### src/rtl/vc_arbiter_router.sv
// Arbiter/router moving words from VC0/VC1 FIFOs into D0/D1 FIFOs.
// VC0 has priority, bounded by a burst limit; a one-entry hold register absorbs back-pressure.
module vc_arbiter_router #(
  parameter int DATA_SIZE = 6,
  parameter int DEST_BIT  = 5,
  parameter int VC0_BURST = 4
) (
  input  logic                 clk,
  input  logic                 reset,
  input  logic                 fifo_empty_vc0,
  input  logic                 fifo_empty_vc1,
  input  logic [DATA_SIZE-1:0] data_vc0,
  input  logic [DATA_SIZE-1:0] data_vc1,
  input  logic                 fifo_pause_d0,
  input  logic                 fifo_pause_d1,
  output logic                 pop_vc0,
  output logic                 pop_vc1,
  output logic                 push_d0,
  output logic                 push_d1,
  output logic [DATA_SIZE-1:0] data_d0,
  output logic [DATA_SIZE-1:0] data_d1,
  output logic                 arb_idle,
  output logic [1:0]           dbg_state
);
  localparam int CW = $clog2(VC0_BURST) + 1;

  typedef enum logic [1:0] {IDLE = 2'd0, FETCH = 2'd1, HOLD = 2'd2} state_t;

  state_t                state_q, state_d;
  logic                  src_q, src_d;
  logic [DATA_SIZE-1:0]  hold_data_q, hold_data_d;
  logic                  hold_dest_q, hold_dest_d;
  logic [CW-1:0]         burst_cnt_q, burst_cnt_d;
  logic                  push_d0_q, push_d0_d, push_d1_q, push_d1_d;
  logic [DATA_SIZE-1:0]  data_d0_q, data_d0_d, data_d1_q, data_d1_d;

  logic                  vc0_ok, vc1_ok;
  logic [DATA_SIZE-1:0]  fetch_data;
  logic                  fetch_dest, fetch_pause, hold_pause;
  logic                  allow, do_push, wr_dest;
  logic [DATA_SIZE-1:0]  wr_data;
  logic                  pop0_c, pop1_c;

  // VC0 wins unless VC1 is waiting and VC0 has used up its burst.
  assign vc0_ok = !fifo_empty_vc0 && !(!fifo_empty_vc1 && burst_cnt_q == CW'(VC0_BURST));
  assign vc1_ok = !vc0_ok && !fifo_empty_vc1;

  assign fetch_data  = src_q ? data_vc1 : data_vc0;
  assign fetch_dest  = fetch_data[DEST_BIT];
  assign fetch_pause = fetch_dest ? fifo_pause_d1 : fifo_pause_d0;
  assign hold_pause  = hold_dest_q ? fifo_pause_d1 : fifo_pause_d0;

  always_comb begin
    state_d     = state_q;
    src_d       = src_q;
    hold_data_d = hold_data_q;
    hold_dest_d = hold_dest_q;
    burst_cnt_d = burst_cnt_q;
    push_d0_d   = 1'b0;
    push_d1_d   = 1'b0;
    data_d0_d   = data_d0_q;
    data_d1_d   = data_d1_q;
    allow       = 1'b0;
    do_push     = 1'b0;
    wr_dest     = 1'b0;
    wr_data     = '0;

    case (state_q)
      IDLE: allow = 1'b1;
      FETCH: begin
        if (!fetch_pause) begin
          do_push = 1'b1;
          wr_data = fetch_data;
          wr_dest = fetch_dest;
          allow   = 1'b1;
        end else begin
          hold_data_d = fetch_data;
          hold_dest_d = fetch_dest;
          state_d     = HOLD;
        end
      end
      HOLD: begin
        if (!hold_pause) begin
          do_push = 1'b1;
          wr_data = hold_data_q;
          wr_dest = hold_dest_q;
          allow   = 1'b1;
        end
      end
      default: state_d = IDLE;
    endcase

    if (do_push) begin
      if (wr_dest) begin
        push_d1_d = 1'b1;
        data_d1_d = wr_data;
      end else begin
        push_d0_d = 1'b1;
        data_d0_d = wr_data;
      end
    end

    pop0_c = allow && vc0_ok;
    pop1_c = allow && vc1_ok;

    if (allow) begin
      if (pop0_c || pop1_c) begin
        state_d = FETCH;
        src_d   = pop1_c;
      end else begin
        state_d = IDLE;
      end
    end

    if (pop1_c || fifo_empty_vc1) begin
      burst_cnt_d = '0;
    end else if (pop0_c && burst_cnt_q != CW'(VC0_BURST)) begin
      burst_cnt_d = burst_cnt_q + 1'b1;
    end
  end

  always_ff @(posedge clk or posedge reset) begin
    if (reset) begin
      state_q     <= IDLE;
      src_q       <= 1'b0;
      hold_data_q <= '0;
      hold_dest_q <= 1'b0;
      burst_cnt_q <= '0;
      push_d0_q   <= 1'b0;
      push_d1_q   <= 1'b0;
      data_d0_q   <= '0;
      data_d1_q   <= '0;
    end else begin
      state_q     <= state_d;
      src_q       <= src_d;
      hold_data_q <= hold_data_d;
      hold_dest_q <= hold_dest_d;
      burst_cnt_q <= burst_cnt_d;
      push_d0_q   <= push_d0_d;
      push_d1_q   <= push_d1_d;
      data_d0_q   <= data_d0_d;
      data_d1_q   <= data_d1_d;
    end
  end

  // Pops are combinational, so they are masked directly while reset is held.
  assign pop_vc0   = pop0_c && !reset;
  assign pop_vc1   = pop1_c && !reset;
  assign push_d0   = push_d0_q;
  assign push_d1   = push_d1_q;
  assign data_d0   = data_d0_q;
  assign data_d1   = data_d1_q;
  assign arb_idle  = !reset && state_q == IDLE && fifo_empty_vc0 && fifo_empty_vc1;
  assign dbg_state = state_q;
endmodule
### config.mk
export PLATFORM = sky130hd
export DESIGN_NAME = vc_arbiter_router
export DESIGN_NICKNAME = d
export VERILOG_FILES = /design/src/rtl/vc_arbiter_router.sv
export SDC_FILE = /design/constraint.sdc
export NUM_CORES = 1
export LEC_CHECK = 0
export BUFFER_PORTS_ARGS = -buffer_cell sky130_fd_sc_hd__buf_2
export CAP_MARGIN = 0
export CORE_UTILIZATION = 40
export DETAILED_ROUTE_END_ITERATION = 8
export HOLD_SLACK_MARGIN = 0.06
export PLACE_DENSITY = 0.61
export SKIP_CTS_REPAIR_TIMING = 1
export SKIP_LAST_GASP = 1
export SLEW_MARGIN = 0
export SYNTH_ARGS = -nofsm -noshare
export SYNTH_HDL_FRONTEND = slang
export SYNTH_SLANG_ARGS = --single-unit
### constraint.sdc
create_clock -name clk -period 4.1 [get_ports clk]
set_input_delay 0.205 -clock clk [delete_from_list [all_inputs] [get_ports clk]]
set_output_delay 0.205 -clock clk [all_outputs]
set_load 0.03 [all_outputs]
==> results_dict.tcl <==
set metrics [dict create \
    synth_top_cell_by_area "dfrtp_1" \
    numCtsBuffers 3 \
    die_h_um 60.23 \
    yosysSeqAreaShare_pct 47.97 \
    power.density_nw_per_um2 704.5 \
    synth_seq_cells 26 \
    cts_root_buffer "clkbuf_4" \
    grt_pass1_vias 1007 \
    required_ns 3.89 \
    async_reset_ff_share_pct 100.0 \
    coreArea_um2 3128 \
    period_share_pct 66.11 \
    avgSynthCellArea_um2 12.22 \
    grt_first_pass_wirelength_mm 4.519 \
    clk_pin_slew_ns 0.13 \
    path_class "flip-flop to primary output" \
    p_leak_nw 0.8044 \
    fin_nets 173 \
    cts.sinks 26 \
    drt-initial-drc-count 27 \
    routed_via_density 5.068 \
    rsz0062_at_grt "false" \
    cts_tree "yes" \
    drt-pass1-iter-count 4 \
    portBuffers 36 \
    crit_fanout 10 \
    fp.dieArea_um2 3628 \
    grt_max_degree 28 \
    power_mw 1.135 \
    fmax_ghz 0.3690 \
    yosysTopAreaCellShare_pct 47.97 \
    start_util_pct 43.36 \
    min_path_type "primary input to async pin" \
    fillers 282 \
    synth_area_leaders "dfrtp_1 48%, mux2_2 17%, ha_1 5.5%, a32o_1 3.7%, mux2i_1 3.0%" \
    synth_flop_cell "dfrtp_1" \
    syn_nets 135 \
    synth_edf_count 0 \
    min_period_ns 2.710 \
    vdd_drop_max_mv 0.3185 \
    dp_hpwl_mm 1.972 \
    totalWireLength_mm 2.616 \
    synth_area_um2 1356 \
    ys_warn_count 0 \
    start_kind "flip-flop" \
    clock_latency_ns 0.31 \
    hold_viol 0 \
    drc 0 \
    antenna_found_initial 0 \
    status "complete, no violations" \
    wire_per_inst_um 13.63 \
    netlist_instances 111 \
    synth_cell_type_count 32 \
    die_w_um 60.23 \
    timing.final.max_slew_violations 0 \
    clock_skew_ns 0.001977 \
    ant_nets 0 \
    via_count 973 \
    layout-drive-gt1-share_pct 43.92 \
    syn2layout_area_growth_pct 18.82 \
    endpoint_kind "primary output" \
    ios 37 \
    r2r_slack_ns 1.82 \
    max-cap-violations 0 \
    overflow 0 \
    place_congestion 0.7604 \
    fin_hold_ws_ns 0.1324 \
    htreeDepth 1 \
    r2r_cells 6 \
    r2r-start "dbg_state[1]$_DFFE_PP0P_" \
    slew_headroom_pct 33.57 \
    rows 20 \
    worstMarginPinSlew_ns 0.9953 \
    grt.total_usage_pct 17.18 \
    setup_viol 0 \
    diodes 0 \
    arrival_ns 2.51 \
    reg2reg_to "data_d0[3]$_DFFE_PP0P_" \
    setup_tns_ns 0 \
    clockBufferDepth 2 \
]
-- cell usage in the layout (no fill, tap or decap), drive strengths merged, types with 2 or more instances in the layout --
cell and n:
a211oi 2, a21oi 4, a32o 5, buf 36, clkbuf 4, dfrtp 26
ha 6, inv 9, mux2 22, mux2i 5, nand2 6, nand2b 3
nand3 3, nor2b 2, nor3 2, o2bb2ai 2
-- Yosys cell counts (all sizes together) (2+ instances only) --
library cell / instances
a32o: 5
nand2b: 3
nand3: 3
nor3: 2
buf: 2
nor2b: 2
a21oi: 4
dfrtp: 26
mux2i: 5
o2bb2ai: 2
a211oi: 2
nand2: 6
ha: 6
inv: 9
mux2: 22
-- critical path, cell delays in order (launching register included) --
cell and delay (ns):
dfrtp_1 0.45, inv_1 0.09, ha_1 0.35, nand2b_1 0.12
mux2_4 0.33, a21oi_2 0.36, nor4b_1 0.25, buf_2 0.24
-- per-stage QoR --
stage | worst slack (ns) | util (%) | instance area, um^2 | instances
3_5_place_dp | 1.735 | 50.36 | 1575 | 188
6_report | 1.390 | 51.52 | 1612 | 192
3_3_place_gp | 1.768 | 50.36 | 1575 | 188
5_1_grt | 1.131 | 51.52 | 1612 | 192
2_1_floorplan | 1.102 | - | 1356 | 111
4_1_cts | 1.369 | 51.52 | 1612 | 192
-- cell type report --
class / instances / area, um^2 / area share (%)
multi-input combinational: 73 / 655.6 / 40.68
sequential: 26 / 650.6 / 40.37
timing repair buffer: 36 / 180.2 / 11.18
tap: 44 / 55.05 / 3.416
clock buffer: 4 / 36.28 / 2.252
inverter: 9 / 33.78 / 2.096
-- cells by family (layout without fill, tap and decap cells) --
family	after synthesis	in the layout	share of synthesized area, %
mux	27	27	22.51
flops	26	26	47.97
simple gates	23	23	9.226
compound gates	17	17	11.07
buf+inv	12	49	3.689
fa+ha+maj	6	6	5.535
-- registers in the layout, indices dropped and copies added (netlist names) --
name,flops
push_d0,1
dbg_state,2
data_d1,6
burst_cnt_q,3
src_q,1
hold_data_q,6
push_d1,1
data_d0,6
-- worst max-delay path by stage --
stage	from	end	slack, ns
after floorplan	dbg_state[1]$_DFFE_PP0P_	pop_vc1	1.10
after global placement	dbg_state[1]$_DFFE_PP0P_	pop_vc1	1.77
after detailed placement	src_q$_DFFE_PP0P_	pop_vc1	1.73
after CTS	dbg_state[1]$_DFFE_PP0P_	pop_vc1	1.37
after global routing	dbg_state[1]$_DFFE_PP0P_	pop_vc1	1.13
final	dbg_state[1]$_DFFE_PP0P_	pop_vc1	1.39
-- layer usage --
metal / up-vias / global-route usage [%] / share of wire, %
li1: 474 / - / -
met2: 27 / 27.32 / 47
met5: - / 0 / 0
met3: 2 / 3.030 / 4.7
met1: 470 / 23.00 / 48
met4: 0 / 6.977 / 0.73
-- power breakdown --
group | total (mW) | internal [mW] | switching [mW]
combinational | 0.597 | 0.253 | 0.343
clock | 0.123 | 0.0542 | 0.0684
sequential | 0.416 | 0.352 | 0.0637
Power figures use the tool's default switching activity.
